`src/rtl/lea_pkg.sv`:
```
// LEA-128 shared definitions: schedule constants, round count,
// key-sequencer state encoding and the 32-bit rotate helper.
package lea_pkg;

    localparam int NR = 24;

    localparam logic [31:0] LEA_DELTA [4] = '{
        32'hc3efe9db,
        32'h44626b02,
        32'h79e27c8a,
        32'h78df30ec
    };

    typedef enum logic [1:0] {
        ST_IDLE   = 2'd0,
        ST_EXPAND = 2'd1,
        ST_EMIT   = 2'd2
    } lea_ks_state_t;

    // Shifts by 32 yield zero, so n == 0 returns x unchanged.
    function automatic logic [31:0] rol32(
        input logic [31:0] x,
        input logic [4:0]  n
    );
        return (x << n) | (x >> (6'd32 - {1'b0, n}));
    endfunction

endpackage

```
`src/rtl/lea_key_round.sv`:
```
// One combinational LEA-128 key schedule step: advances T[0..3]
// for round i and packs the resulting 192-bit round key.
module lea_key_round (
    input  logic [3:0][31:0] t_i,
    input  logic [4:0]       rnd_i,
    output logic [3:0][31:0] t_o,
    output logic [191:0]     rk_o
);
    import lea_pkg::*;

    logic [31:0] d;

    assign d = LEA_DELTA[rnd_i[1:0]];

    // 5-bit round sums wrap, giving rotation amounts mod 32.
    assign t_o[0] = rol32(t_i[0] + rol32(d, rnd_i), 5'd1);
    assign t_o[1] = rol32(t_i[1] + rol32(d, rnd_i + 5'd1), 5'd3);
    assign t_o[2] = rol32(t_i[2] + rol32(d, rnd_i + 5'd2), 5'd6);
    assign t_o[3] = rol32(t_i[3] + rol32(d, rnd_i + 5'd3), 5'd11);

    assign rk_o = {t_o[1], t_o[3], t_o[1], t_o[2], t_o[1], t_o[0]};

endmodule

```
`src/rtl/lea_dec_key_sequencer.sv`:
```
// LEA-128 decryption key sequencer: expands all round keys into
// local storage, then streams them out from the last round down.
module lea_dec_key_sequencer #(
    parameter int NR = lea_pkg::NR,
    parameter int RW = 5
) (
    input  logic          clk,
    input  logic          rst_n,
    input  logic [127:0]  key_in,
    input  logic          key_valid,
    output logic          key_ready,
    input  logic          replay,
    output logic [191:0]  rk_out,
    output logic          rk_valid,
    input  logic          rk_ready,
    output logic [RW-1:0] rk_round,
    output logic          rk_last,
    output logic          busy
);
    import lea_pkg::*;

    localparam logic [RW-1:0] TOP = RW'(NR - 1);

    lea_ks_state_t    state_q, state_d;
    logic [RW-1:0]    i_q, i_d;
    logic [RW-1:0]    idx_q, idx_d;
    logic [RW-1:0]    idx_m1;
    logic [3:0][31:0] t_q, t_d, t_nx;
    logic             loaded_q, loaded_d;
    logic [191:0]     rk_q, rk_d, rk_nx;
    logic [RW-1:0]    rnd_q, rnd_d;
    logic             last_q, last_d;
    logic [191:0]     mem_q [NR];

    lea_key_round u_round (
        .t_i   (t_q),
        .rnd_i (i_q[4:0]),
        .t_o   (t_nx),
        .rk_o  (rk_nx)
    );

    assign idx_m1 = idx_q - RW'(1);

    always_comb begin
        state_d  = state_q;
        i_d      = i_q;
        idx_d    = idx_q;
        t_d      = t_q;
        loaded_d = loaded_q;
        rk_d     = rk_q;
        rnd_d    = rnd_q;
        last_d   = last_q;
        unique case (state_q)
            ST_IDLE: begin
                if (key_valid) begin
                    t_d      = key_in;
                    i_d      = '0;
                    loaded_d = 1'b0;
                    state_d  = ST_EXPAND;
                end else if (replay && loaded_q) begin
                    state_d = ST_EMIT;
                    idx_d   = TOP;
                    rk_d    = mem_q[TOP];
                    rnd_d   = TOP;
                    last_d  = (TOP == '0);
                end
            end
            ST_EXPAND: begin
                t_d = t_nx;
                i_d = i_q + RW'(1);
                // Final round key bypasses storage straight to the output.
                if (i_q == TOP) begin
                    loaded_d = 1'b1;
                    state_d  = ST_EMIT;
                    idx_d    = TOP;
                    rk_d     = rk_nx;
                    rnd_d    = TOP;
                    last_d   = (TOP == '0);
                end
            end
            ST_EMIT: begin
                if (rk_ready) begin
                    if (idx_q == '0) begin
                        state_d = ST_IDLE;
                        rk_d    = '0;
                        rnd_d   = '0;
                        last_d  = 1'b0;
                    end else begin
                        idx_d  = idx_m1;
                        rk_d   = mem_q[idx_m1];
                        rnd_d  = idx_m1;
                        last_d = (idx_m1 == '0);
                    end
                end
            end
            default: state_d = ST_IDLE;
        endcase
    end

    always_ff @(posedge clk or negedge rst_n) begin
        if (!rst_n) begin
            state_q  <= ST_IDLE;
            i_q      <= '0;
            idx_q    <= '0;
            t_q      <= '0;
            loaded_q <= 1'b0;
            rk_q     <= '0;
            rnd_q    <= '0;
            last_q   <= 1'b0;
        end else begin
            state_q  <= state_d;
            i_q      <= i_d;
            idx_q    <= idx_d;
            t_q      <= t_d;
            loaded_q <= loaded_d;
            rk_q     <= rk_d;
            rnd_q    <= rnd_d;
            last_q   <= last_d;
        end
    end

    always_ff @(posedge clk) begin
        if (state_q == ST_EXPAND) begin
            mem_q[i_q] <= rk_nx;
        end
    end

    assign key_ready = (state_q == ST_IDLE);
    assign busy      = (state_q != ST_IDLE);
    assign rk_valid  = (state_q == ST_EMIT);
    assign rk_out    = rk_q;
    assign rk_round  = rnd_q;
    assign rk_last   = last_q;

endmodule

```
`config.mk`:
```
export PLATFORM = sky130hd
export DESIGN_NAME = lea_dec_key_sequencer
export DESIGN_NICKNAME = d
export VERILOG_FILES = /design/src/rtl/lea_pkg.sv /design/src/rtl/lea_key_round.sv /design/src/rtl/lea_dec_key_sequencer.sv
export SDC_FILE = /design/constraint.sdc
export NUM_CORES = 2
export LEC_CHECK = 0
export ABC_AREA = 1
export CORE_MARGIN = 4
export CORE_UTILIZATION = 35
export CTS_CLUSTER_DIAMETER = 60
export CTS_CLUSTER_SIZE = 30
export DETAILED_ROUTE_END_ITERATION = 10
export PLACE_DENSITY_LB_ADDON = 0.12
export SYNTH_ARGS = -nofsm -noshare
export SYNTH_HDL_FRONTEND = slang
export SYNTH_MEMORY_MAX_BITS = 65536
export SYNTH_SLANG_ARGS = --single-unit
```
`constraint.sdc`:
```
create_clock -name clk -period 11.2 [get_ports clk]
set_input_delay 2.24 -clock clk [delete_from_list [all_inputs] [get_ports clk]]
set_output_delay 2.24 -clock clk [all_outputs]
set_load 0.02 [all_outputs]
```
Word-level counts from Yosys, hierarchy flattened
Memory sizes are Yosys's and may differ from the RTL's.
Cells that the tools add are included.
W data, S select, Z words.
- memories kept: 1
- bits in writable memories: 4608
- input port bits: 133
- register bits after elaboration: 339
- memory list (name ; words ; width ; rd ports ; clocked after Yosys merged registers in ; write ports ; RTL line ; source):
    mem_q ; 24 ; 192 ; 2 ; 0 ; 1 ; lea_dec_key_sequencer.sv:33 ; logic [191:0] mem_q [NR];
- shift-type cells: 8
- $lt $le $gt $ge: 1
- reduce and logical (&&, ||, !) cells: 12
- add/sub/neg operators: 12
- equality and inequality tests: 11
- muxes and demuxes: 39
- bitwise logic cells: 9
- operators with widths (cell ; count):
    $mux W192 ; 5
    $pmux W192 S3 ; 1
    $pmux W128 S2 ; 1
    $add A32 B32 Y32 ; 4
    $mux W128 ; 1
    $or A32 B32 Y32 ; 4
    $shl A32 B5 Y32 ; 4
    $shr A32 B6 Y32 ; 4
    $bmux W32 S2 ; 1
    $mux W32 ; 2
    $mux W5 ; 8
    $or A32 B1 Y32 ; 1
    $or A32 B11 Y32 ; 1
    $or A32 B3 Y32 ; 1
    $or A32 B6 Y32 ; 1
    $pmux W5 S3 ; 2
    $sub A6 B5 Y6 const A ; 4
    $add A5 B2 Y5 const B ; 2
    $logic_not A5 Y1 ; 2
    $mux W2 ; 5
    $pmux W5 S2 ; 1
    $mux W1 ; 9
    $ne A2 B2 Y1 const B ; 4
    $ne A2 B1 Y1 const B ; 3
    20 further kinds ; 21

Longest topological paths before layout
- depth in word-level cells: 10
- depth in mapped cells: 35
- mapped depth without buffers: 31

Hierarchy
Synthesis repeated with hierarchy kept, for this count alone.
- cell total of the unflattened synthesis: 20904
- area total of the unflattened synthesis: 219245.3 µm²
- by module, submodules not included (module ; instances ; sequential area each (µm²) ; area each (µm²) ; cells an instance):
    lea_dec_key_sequencer ; 1 ; 146855.8 ; 203756.7 ; 17993
    lea_key_round ; 1 ; 0.0 ; 15488.6 ; 2911

Least setup slack after synthesis
Ideal clock, no wire load.
- path kind: flip-flop to flip-flop
- from: register i_q[1]
- to: memory mem_q[0][0] (enable)
- setup slack: 3393 ps
- required time: 10583 ps
- clock period less this slack: 7807 ps
- cell stages (with the launch flop): 7
- arrival: 7190 ps
- cells stage by stage: dfrtp_1 -> inv_2 -> clkbuf_1 -> ha_1 -> clkbuf_1 -> nand2_1 -> nor2_1
- RTL lines (element ; RTL line ; source):
    start, declared ; lea_dec_key_sequencer.sv:25 ; logic [RW-1:0] i_q, i_d;
    start signal, assigned ; lea_dec_key_sequencer.sv:112 ; i_q <= i_d;
    end, declared ; lea_dec_key_sequencer.sv:33 ;
Straight into the memory's write port.

Worst setup path after layout
- from: register i_q[0]
- to: register rk_q[181] (netlist: rk_out[181])
- cells in the longest elaborated chain, start to end: 10
- RTL lines (element ; RTL line ; source):
    branches (longest 5 deep; another with $sub A6 B5 Y6) ; - ;
    $or A32 B32 Y32 (*) ; lea_pkg.sv:25 ; return (x << n) | (x >> (6'd32 - {1'b0, n}));
    $add A32 B32 Y32 (*) ; lea_key_round.sv:17 ; assign t_o[1] = rol32(t_i[1] + rol32(d, rnd_i + 5'd1), 5'd3);
    $or A32 B3 Y32 (*) ; lea_pkg.sv:25 ;
    named net rk_nx[117] ; lea_dec_key_sequencer.sv:30 ; logic [191:0] rk_q, rk_d, rk_nx;
    $mux W192 (*) ; lea_dec_key_sequencer.sv:72 ; if (i_q == TOP) begin
    $pmux W192 S3 (*) ; lea_dec_key_sequencer.sv:53 ; unique case (state_q)
    end signal, assigned ; lea_dec_key_sequencer.sv:116 ; rk_q <= rk_d;
    end, declared ; lea_dec_key_sequencer.sv:30 ;
Mark *: on every way through the listed nets, which the timed path passes. The select of a mux whose other input is x is not followed.
A chain may end at the register's enable or synchronous reset.

==> out/qor.csv <==
metric,value,unit
outcome,"complete, no violations",
RSZ-0062 raised after global routing,no,
Initial Utilization,0.352,
Chip Height,661,µm
Worst slew margin,0.0592,
number of global-route vias before repair,104000,
Setup crit end kind,flip-flop,
average cell area after synthesis,10.8,µm²
top post-synthesis cells by area,"edfxtp_1 (62%), nand2_1 (9.7%), nand3_1 (5.2%), dfrtp_1 (4.6%), a21oi_1 (4.2%)",
final setup fails,0,
Clock Tree Root,clkbuf_16,
Final Max Slew Viols,0,
GRT overflow,0,
DR iter-0 viols,12700,
Routed Antenna Nets,0,
CP Max Fanout,31,
CTS max path bufs,4,
Synth cell types,65,
gr busiest metal,met2,
Die Width,661,µm
skew final,77.9,ps
Post-synth EDFFs,3072,
final critical-path required period,7920,ps
Mapped Area,149000,µm²
HPWL Detailed,376000,µm
Max Clock Freq,126,MHz
# rows,239,
H-Tree Level Count,5,
initial antenna violation count,36,
met1 usage,0.389,
max incr delay on CP,990,ps
Max Cap Violations,0,
critical path data required time,12140,ps
post-DR wirelength/cell,31.6,µm
Final Hold Viols,0,
Synth Flop Type,edfxtp_1,
Clock transition at path regs,70,ps
ratio of final minimum period to clock period,0.707,
Port-buffer cells,333,
CTS tree,yes,
fin nets,14100,
via count,111000,
Tot GR Track Use,0.277,
share of layout cells above drive strength 1,0.0747,
pin count of the biggest net entering global routing,176,
met3 Use GR,0.0331,
share of the synthesized area in the top cell type,0.618,
Pre-antenna DRT Iters,6,
Clock Latency Late Sink,1040,ps
slowest cell on the critical path,dfrtp_1,
Synth Net Count,14100,
hold crit path type,flip-flop to flip-flop,
Yosys Warn Count,0,
Yosys reg bits,3347,
Vias/cell,5.63,
first-pass GRT wire length,857000,µm
Final Wtd Congestion,0.995,
Post-CTS Setup Repair Bufs,0,
"Async S/R FF share, synth",0.0822,
Slew @ Worst Pin,1410,ps
fill cell count,41400,
core footprint,424000,µm²
post-CTS sizing,0,
total die area,437000,µm²
Layout area overhead,14.1,%
Yosys top cell by area,edfxtp_1,
TNS Setup,0,ps
Remaining DRCs,0,
CP Launch Type,flip-flop,
CTS buffer count,305,
Critical Path AT,8850,ps
sequential fraction of the synthesis area,0.665,
hold buffer count at cts,0,
Mapped Cells,13800,
WL final,624000,µm
num ports,334,
Most common cell on crit path,nand2_1,
met2 Track Usage GR,0.435,
CTS Sinks,3347,
CP Class,flip-flop to flip-flop,
==> per-layer routing <==
layer / up-vias / wire (µm)
met5: - / 172
met4: 28 / 29100
met1: 56900 / 272000
li1: 49300 / -
met2: 4154 / 284000
met3: 832 / 39100
==> stage by stage <==
step | util | cell area, µm² | worst slack [ps] | hold WS (ps) | std cells
after CTS | 0.401 | 170000 | 3410 | 489 | 19700
after detailed placement | 0.375 | 159000 | 3470 | 465 | 19200
final | 0.402 | 170000 | 3280 | 485 | 19800
after global routing | 0.401 | 170000 | 2640 | 511 | 19700
after floorplan | - | 149000 | 3390 | 453 | 13800
after global placement | 0.375 | 159000 | 3530 | 467 | 19200
==> critical path, delay by kind of cell (launching register included) <==
family          cells  cell delay [ps]
xor+xnor            1              900
compound gates      5             1460
buf+inv             5              960
fa+ha+maj           3             1390
simple gates       14             2140
flops               1              990
==> flip-flops by register name (all words and copies together), names as in the netlist <==
register,flops
i_q,5
idx_q,5
loaded_q,1
mem_q,3072
rk_last,1
rk_out,128
rk_round,5
state_q,2
t_q,128
==> cells in the mapped netlist (51+ instances only) <==
cell type	number
nand3_1	1559
a32o_1	114
buf_4	82
a21oi_1	1239
inv_1	397
buf_2	273
clkbuf_1	443
edfxtp_1	3072
a22oi_1	147
nor2_1	585
buf_1	146
nand2_1	3868
o211ai_1	270
ha_1	144
o21ai_0	603
dfrtp_1	275
xor2_1	51
==> cells by family (layout without fill, tap and decap cells) <==
family / Yosys count / in the layout / share of synthesized area
buffers and inverters: 1386 / 1632 / 0.0395
and+or+nand+nor: 6170 / 6170 / 0.171
muxes: 1 / 1 / 0.0000671
other: 0 / 12 / 0
DFF: 3347 / 3347 / 0.665
AOI/OAI and AO/OA: 2701 / 2701 / 0.107
adders and majority gates: 149 / 149 / 0.0127
xor gates and xnor gates: 76 / 76 / 0.00484
==> cells in the final DEF, fill, tap and decap left out, types with 28 or more instances in the layout <==
cell	count
nand2_1	3868
edfxtp_1	3072
nand3_1	1559
a21oi_1	1217
o21ai_0	603
nor2_1	560
inv_1	396
clkdlybuf4s50_1	332
clkbuf_16	310
dfrtp_1	274
o211ai_1	270
buf_4	244
a22oi_1	147
ha_1	141
a32o_1	114
inv_8	53
clkinv_8	48
buf_12	48
inv_6	47
and2_1	44
a31oi_1	38
xor2_2	37
o22ai_1	37
a221oi_1	37
a22o_1	36
o21ai_1	35
o221ai_1	30
inv_2	28
==> worst paths after layout <==
check                                  startpoint                 endpoint  slack (ps)  depth (start not counted)
hold / removal             rk_out[81]$_DFFE_PN0P_   rk_out[81]$_DFFE_PN0P_         480                          2
max in group asynchronous                   rst_n  rk_out[155]$_DFFE_PN0P_        7890                          3
setup reg to reg               i_q[0]$_DFFE_PN0P_  rk_out[181]$_DFFE_PN0P_        3280                         28
min in group asynchronous                   rst_n   rk_out[72]$_DFFE_PN0P_        1230                          1
hold reg to reg            rk_out[81]$_DFFE_PN0P_   rk_out[81]$_DFFE_PN0P_         480                          2
setup / recovery               i_q[0]$_DFFE_PN0P_  rk_out[181]$_DFFE_PN0P_        3280                         28
==> area by class of cell <==
class,count,area [µm²],area share
Sequential cell,3347,99100,0.582
Multi-Input combinational cell,9097,45100,0.265
Clock buffer,319,7800,0.0458
Tap cell,5663,7090,0.0416
Timing Repair Buffer,625,6130,0.0360
Clock inverter,250,3210,0.0189
Inverter,438,1720,0.0101
Antenna cell,12,30.0,0.000176
Power is left out: the tool's default activity adds up to more than one toggle a clock period on the data nets, which glitch-free logic cannot reach.
